## src/rtl/srff_arb.sv

```systemverilog
// srff_arb: round-robin arbiter giving NREQ requesters single-bit set/reset access to a shared SR flag bank.
// Optional macro SRFF_ARB_TOGGLE_EN enables opcode 11 as toggle; without it opcode 11 is rejected with ERR.

module srff_arb #(
  parameter int NREQ  = 4,
  parameter int NBITS = 8
) (
  input  logic                          CLK,
  input  logic                          CLR,
  input  logic [NREQ-1:0]               REQ,
  input  logic [2*NREQ-1:0]             OP,
  input  logic [$clog2(NBITS)*NREQ-1:0] ADDR,
  output logic [NREQ-1:0]               ACK,
  output logic [2:0]                    GNT_ID,
  output logic                          BUSY,
  output logic                          ERR,
  output logic [NBITS-1:0]              Q,
  output logic [NBITS-1:0]              QN
);

  localparam int AW = $clog2(NBITS);
  localparam int PW = $clog2(NREQ);
`ifdef SRFF_ARB_TOGGLE_EN
  localparam bit TOGGLE = 1'b1;
`else
  localparam bit TOGGLE = 1'b0;
`endif

  typedef enum logic [1:0] {IDLE = 2'd0, ARB = 2'd1, APPLY = 2'd2, ACKW = 2'd3} state_t;

  state_t          state;
  logic [PW-1:0]   ptr;
  logic [1:0]      op_lat;
  logic [NREQ-1:0] req_rot;
  logic            found;
  int              win;
  logic [2:0]      win_id;
  logic [1:0]      op_w;
  logic [AW-1:0]   addr_w;
  logic            set_w;
  logic            rst_w;
  logic            req_gnt;

  // Rotate so bit 0 is the requester at ptr; the first set bit wins.
  always_comb begin
    req_rot = NREQ'({REQ, REQ} >> ptr);
    found   = 1'b0;
    win     = 0;
    for (int k = 0; k < NREQ; k++) begin
      if (!found && req_rot[k]) begin
        found = 1'b1;
        win   = int'(ptr) + k;
      end
    end
    if (win >= NREQ) win = win - NREQ;
    win_id = 3'(win);
  end

  always_comb begin
    op_w    = 2'b00;
    addr_w  = '0;
    req_gnt = 1'b0;
    for (int i = 0; i < NREQ; i++) begin
      if (win_id == 3'(i)) begin
        op_w   = OP[2*i +: 2];
        addr_w = ADDR[AW*i +: AW];
      end
      if (GNT_ID == 3'(i)) req_gnt = REQ[i];
    end
    // S and R decodes are mutually exclusive by construction.
    set_w = (op_w == 2'b10) || (TOGGLE && (op_w == 2'b11) && !Q[addr_w]);
    rst_w = (op_w == 2'b01) || (TOGGLE && (op_w == 2'b11) &&  Q[addr_w]);
  end

  always_ff @(posedge CLK or negedge CLR) begin
    if (!CLR) begin
      state  <= IDLE;
      ptr    <= '0;
      op_lat <= 2'b00;
      GNT_ID <= 3'd0;
      ACK    <= '0;
      ERR    <= 1'b0;
      Q      <= '0;
    end else begin
      ERR <= 1'b0;
      case (state)
        IDLE: if (|REQ) state <= ARB;
        ARB: begin
          if (found) begin
            GNT_ID <= win_id;
            op_lat <= op_w;
            // Bank write commits on the edge entering APPLY, so Q is visible one edge before ACK.
            if (set_w)      Q[addr_w] <= 1'b1;
            else if (rst_w) Q[addr_w] <= 1'b0;
            state <= APPLY;
          end else begin
            state <= IDLE;
          end
        end
        APPLY: begin
          for (int i = 0; i < NREQ; i++) ACK[i] <= (GNT_ID == 3'(i));
          ERR   <= !TOGGLE && (op_lat == 2'b11);
          state <= ACKW;
        end
        ACKW: begin
          if (!req_gnt) begin
            ACK   <= '0;
            ptr   <= (GNT_ID == 3'(NREQ-1)) ? '0 : PW'(GNT_ID + 3'd1);
            state <= IDLE;
          end
        end
        default: state <= IDLE;
      endcase
    end
  end

  assign BUSY = (state != IDLE);
  assign QN   = ~Q;

endmodule

```

## config.mk

```make
export PLATFORM = sky130hd
export DESIGN_NAME = srff_arb
export DESIGN_NICKNAME = d
export VERILOG_FILES = /design/src/rtl/srff_arb.sv
export SDC_FILE = /design/constraint.sdc
export NUM_CORES = 1
export LEC_CHECK = 0
export CORE_MARGIN = 1.5
export CORE_UTILIZATION = 43
export DETAILED_ROUTE_END_ITERATION = 10
export GPL_TIMING_DRIVEN = 1
export PLACE_DENSITY_LB_ADDON = 0.08
export SYNTH_ARGS = -nofsm -noshare
export SYNTH_HDL_FRONTEND = slang
export SYNTH_SLANG_ARGS = --single-unit
```

## constraint.sdc

```tcl
create_clock -name CLK -period 3.18 [get_ports CLK]
set_input_delay 0.636 -clock CLK [delete_from_list [all_inputs] [get_ports CLK]]
set_output_delay 0.636 -clock CLK [all_outputs]
set_load 0.01 [all_outputs]
```

==> results of run 1 <==
metrics by stage:
| step | hold WS, ns | area [µm²] |
|---|---|---|
| after global placement | 0.4635 | 1848 |
| after global routing | 0.5414 | 1951 |
| after floorplan | 0.3404 | 1256 |
| after detailed placement | 0.4805 | 1848 |
| after CTS | 0.5137 | 1874 |
| final | 0.5069 | 1951 |
placed cells by master (no fill, tap or decap), types with 2 or more instances in the layout:
cell and n:
clkdlybuf4s50_1 47, dfrtp_1 21, buf_4 14, inv_1 13, mux2_2 9, nand2_1 6
ha_1 5, a22o_1 4, a21oi_1 3, nor2b_1 3, mux2i_1 3, mux2_1 3
nor3b_2 3, o21ai_0 3, clkbuf_4 3, nor2_1 2, a211o_1 2, a21oi_2 2
nand2b_1 2, a22o_4 2, nand3b_1 2, nand3_1 2, dlymetal6s2s_1 2
per-layer routing:
metal / wire length [µm] / GRT usage [%] / part of all wire [%]
met2: 1423 / 29.89 / 45
met1: 1485 / 28.24 / 47
met3: 188 / 2.268 / 6.0
met4: 38 / 6.977 / 1.2
met5: 0 / 0 / 0
synthesized netlist by cell type (2+ instances only):
cell,count,area share [%]
dfrtp_1,21,42
inv_1,13,3.9
mux2_2,9,8.1
nand2_1,7,2.1
ha_1,5,5.0
a21oi_1,4,1.6
a22o_1,4,2.8
mux2_1,4,3.6
mux2i_1,4,3.2
nor2b_1,4,2.0
o21ai_0,4,1.6
nor2_1,3,0.90
a211o_1,2,1.4
a22o_4,2,2.8
nand2b_1,2,1.0
nand3_1,2,0.80
nand3b_1,2,1.2
nor3b_2,2,2.0
area by class of cell:
type,instances,area (µm²)
fillers,224,807.0
multi-input cells,78,695.7
repair buffers,64,611.8
flip-flops and latches,21,525.5
inverters,14,52.55
well taps,31,38.79
clock buffers,4,26.28
path summary, 6_finish.rpt:
path                       slack, ns                   from               endpoint
min reg2reg                     0.51  op_lat[0]$_DFFE_PN0P_  op_lat[0]$_DFFE_PN0P_
min in group asynchronous       0.85                    CLR              async pin
max reg2reg                     0.50     ptr[1]$_DFFE_PN0P_                   flop
max                             0.19                 REQ[2]                   flop
max in group asynchronous       1.75                    CLR   state[0]$_DFFE_PN0P_
min                             0.51  op_lat[0]$_DFFE_PN0P_  op_lat[0]$_DFFE_PN0P_
logic make-up (layout without fill, tap and decap cells):
| kind of cell | Yosys count | after routing | synth area share (%) |
|---|---|---|---|
| muxes | 18 | 18 | 16.93 |
| AOI/OAI and AO/OA | 24 | 24 | 15.34 |
| other | 1 | 1 | 0.2985 |
| DFF | 21 | 21 | 41.83 |
| adders and majority gates | 5 | 5 | 4.980 |
| buffers and inverters | 18 | 82 | 6.374 |
| and+or+nand+nor | 30 | 30 | 14.24 |
tightest hold or removal path, cell delays in order, from the launching register on:
cell	delay [ns]
dfrtp_1	0.36
nand2_1	0.05
o21ai_0	0.06
power by group:
part	switching (µW)	total [µW]	internal [µW]
sequential	97.3	473	376
combinational	454	1020	568
clock	80.1	129	48.9
total	631	1620	992
timing repair:
action,CTS,global route
buffers inserted,0,3
hold buffers,0,0
endpoints found under the setup margin,1,5
pin swaps,0,10
gates resized for setup,1,14
==> impl_metrics.toml, run 1 <==
[status]
outcome = "completed"

[route]
first_pass_iters = 4
remaining_drc_errors = 0
vias = 1113
wire_per_inst_um = 14.79
vias_per_cell = 5.250
ant_nets = 0
wirelength_um = 3136
drtIter0Drc = 56

[clock_network]
clock_latency_ns = 0.30
cts.sinks = 21
cts_tree = "built"
path_clk_slew_ns = 0.11
cts_htree_levels = 1
root_buffer = "clkbuf_4"
cts-buffers-inserted = 3
clk_path_buf_depth = 2

[critical_path]
critPathMaxFanout = 3
required_ns = 3.38
cpMaxStageDelayCell = "clkdlybuf4s50_1"
crit_type = "in -> reg"
start_kind = "primary input"
path_buf_inv = 2
path_cells = "clkdlybuf4s50_1 -> a211o_1 -> a21oi_2 -> buf_4 -> mux2_2 -> o21ai_2 -> ha_1 -> nor2_2 -> nand2_2 -> nor3_1 -> mux2_2"
cp-end-kind = "flop"
crit_family = "multiplexers"
worst-path-stages = 11
crit_arrival_ns = 3.19
max_stage_delay_ns = 0.45
rr_worst_depth = 10
cp_common_cell = "mux2_2"

[global_routing]
grt_pass1_vias = 1099
grt_max_degree = 22
antenna_found_initial = 0
grt_usage_pct = 19.34
gr-total-overflow = 0
grt_pass1_wl_um = 4926

[floorplan]
start_util_pct = 45.55
die_h_um = 57.05
die_w_um = 57.05
dieArea_mm2 = 0.003255
ios = 51
core_area_mm2 = 0.002758
num_rows = 19

[timing]
slew_headroom_pct = 36.03
setup_viol = 0
setup_ws_ns = 0.1880
fmax_mhz = 334.2
tightest_slew_ns = 0.9566
clock_skew_ns = 0.002346
maxSlewViolCount = 0
fin_crit_sh_pct = 94.09
final-hold-violation-count = 0
min_period_ns = 2.992
rsz0062_at_grt = "false"
tns_ns = 0

[synthesis]
synth_edf_count = 0
yosysWarnings = 0
synth_flop_cell = "dfrtp_1"
syn-cell-area_mm2 = 0.001256
synth.distinct_cells = 41
async_flop_share_pct = 100.0
syn-num-nets = 148
avgSynthCellArea_um2 = 10.74
synth_seq_area_share_pct = 41.83
synth_seq_cells = 21
synth_cells = 117

[pwr]
p_per_area_mw_per_mm2 = 832.5
power.leakage_uw = 0.0008841
power.total_uw = 1624
peakVddDrop_mv = 0.5497

[finish]
fin_util_pct = 70.74
syn_to_final_growth_pct = 55.28
final-instance-count-excl-fill = 212
nets = 213
drive_gt1_share_pct = 24.86
diodes = 0

[worst_hold_path]
hp-class = "reg -> reg"
worstHoldPathCells = 2

[placed_design]
gp_congestion = 0.7380
port_buffers = 49
dp.cells = 205
hpwl_um = 2384
pre_cts_ws_ns = -0.3223

[job]
drv_cap = 0
(Power assumes the default switching activity.)
==> run 2, diff against run 1 <==
--- a/config.mk
+++ b/config.mk
@@ -5,10 +5,12 @@
 export SDC_FILE = /design/constraint.sdc
 export NUM_CORES = 1
 export LEC_CHECK = 0
+export CAP_MARGIN = 10
 export CORE_MARGIN = 1.5
 export CORE_UTILIZATION = 43
 export DETAILED_ROUTE_END_ITERATION = 10
 export GPL_TIMING_DRIVEN = 1
+export MAX_ROUTING_LAYER = met4
 export PLACE_DENSITY_LB_ADDON = 0.08
 export SYNTH_ARGS = -nofsm -noshare
 export SYNTH_HDL_FRONTEND = slang
==> run 2 against run 1 <==
Setup slack lost 0.095 ns; register-to-register slack hardly changed; final area fell by 0.13%; sequential share of layout area is essentially flat; maximum frequency is 3.1% lower; count of clock-buffer cells in the layout is the same; critical path type unchanged.
==> impl_metrics.toml, run 2 (synthesized netlist as in run 1, its figures left out) <==
[timing]
clock_skew_ns = 0.002797
tns_ns = 0
slew_headroom_pct = 35.82
fmax_mhz = 323.9
fin_crit_sh_pct = 97.08
min_period_ns = 3.087
setup_viol = 0
maxSlewViolCount = 0
tightest_slew_ns = 0.9597
final-hold-violation-count = 0

[clock_network]
root_buffer = "clkbuf_4"
cts_htree_levels = 1
cts-buffers-inserted = 3
clock_latency_ns = 0.29
clk_path_buf_depth = 2
cts_tree = "built"
path_clk_slew_ns = 0.11
ctsHoldBuffers = 0
cts.sinks = 21

[route]
vias_per_cell = 5.269
wire_per_inst_um = 14.82
vias = 1117
first_pass_iters = 4
wirelength_um = 3142
ant_nets = 0
drtIter0Drc = 46
remaining_drc_errors = 0

[pwr]
peakVddDrop_mv = 0.5488
power.switching_uw = 629.5
seqPwrFrac_pct = 29.2
clock_power_share_pct = 7.8
power.leakage_uw = 0.0008749
intPower_uw = 992.5
p_per_area_mw_per_mm2 = 832.6
p_comb_share_pct = 63.0
netSwitchingFraction_pct = 38.81

[worst_hold_path]
hp-class = "reg -> reg"

[finish]
final_cell_mix = "clkdlybuf4s50_1, dfrtp_1, buf_4"
nets = 213
diodes = 0
regArea_um2 = 525.5
fin_util_pct = 70.64
final_common_cell = "clkdlybuf4s50_1"
fill_cells = 224
drive_gt1_share_pct = 24.86
syn_to_final_growth_pct = 55.08
multi_input_area_um2 = 695.7

[floorplan]
core_area_mm2 = 0.002758
die_h_um = 57.05
start_util_pct = 45.55
die_w_um = 57.05
num_rows = 19
dieArea_mm2 = 0.003255
ios = 51

[critical_path]
path_cells = "clkdlybuf4s50_1 -> nor2b_2 -> a211o_1 -> a21oi_2 -> buf_4 -> mux2_2 -> o21ai_2 -> ha_1 -> nor2_2 -> nand2_2 -> nor3_1 -> mux2_2"
crit_arrival_ns = 3.28
crit_type = "in -> reg"
start_kind = "primary input"
max_stage_delay_ns = 0.42
cpMaxStageDelayCell = "clkdlybuf4s50_1"
cp_common_cell = "mux2_2"
critPathMaxFanout = 3
cp-end-kind = "flop"
required_ns = 3.37

[placed_design]
port_buffers = 49
gp_congestion = 0.7472
hpwl_um = 2384

[status]
outcome = "completed"

[global_routing]
grt_usage_pct = 20.24
grt_pass1_wl_um = 4954
antenna_found_initial = 0
gr-total-overflow = 0
grt_pass1_vias = 1099
grt_max_degree = 22

[job]
drv_cap = 0
==> run 2: changes by cell type in the layout (fill, tap and decap cells not counted), sizes merged <==
cell	previous run	this run
dlymetal6s2s	2	1
clkdlybuf4s50	47	48
==> run 2: final timing paths <==
kind / from / endpoint / slack [ns] / cells past startpoint
max: REQ[0] / flop / 0.09 / 12
min: op_lat[0]$_DFFE_PN0P_ / op_lat[0]$_DFFE_PN0P_ / 0.51 / 2
max reg2reg: ptr[1]$_DFFE_PN0P_ / flop / 0.49 / 10
min reg2reg: op_lat[0]$_DFFE_PN0P_ / op_lat[0]$_DFFE_PN0P_ / 0.51 / 2
max in group asynchronous: CLR / ptr[0]$_DFFE_PN0P_ / 1.74 / 1
min in group asynchronous: CLR / async pin / 0.86 / 1
==> run 2: critical path: cells and delay by family <==
kind            cells  cell delay (ns)
mux                 2             0.68
simple gates        4             0.56
buf+inv             2             0.55
fa+ha+maj           1             0.29
compound gates      3             0.56
==> run 2: per-layer routing <==
layer	global-route usage, %	routed length (µm)	up-vias	share of wire [%]
met5	-	0	-	0
met4	6.977	22	0	0.70
met3	3.401	158	2	5.0
met2	29.89	1458	34	46
met1	28.38	1503	542	48
li1	-	-	539	-
==> run 2: what timing repair did <==
item / CTS / global route
pin swaps: 0 / 10
gates resized for setup: 1 / 13
setup endpoints to repair: 1 / 5
gates cloned: 0 / 0
setup buffers: 0 / 3
==> run 2: per-stage QoR <==
step	hold WS, ns	setup WS [ns]	instance area, µm²	std cells	total power (µW)
detailed placement	0.4805	-0.3223	1848	205	1419
CTS	0.5137	0.02322	1874	209	1551
floorplan	0.3404	0.1199	1256	117	1001
finish	0.5071	0.09276	1948	212	1622
global route	0.5414	-0.02593	1948	212	1745
global placement	0.4635	-0.2607	1848	205	1385
==> run 2: layout make-up <==
cell class                 instances  share of cell area (%)
inverter                          14                   2.697
multi-input combinational         78                   35.71
timing repair buffer              64                   31.28
clock buffer                       4                   1.349
tap                               31                   1.991
sequential                        21                   26.97
==> run 2: power groups by stage <==
stage | Combinational (µW) | Clock (µW) | Sequential, µW
6_report | 1020 | 127 | 474
5_1_grt | 1110 | 146 | 491
4_1_cts | 952 | 130 | 469
3_5_place_dp | 945 | 0 | 474
3_3_place_gp | 919 | 0 | 466
2_1_floorplan | 514 | 0 | 487
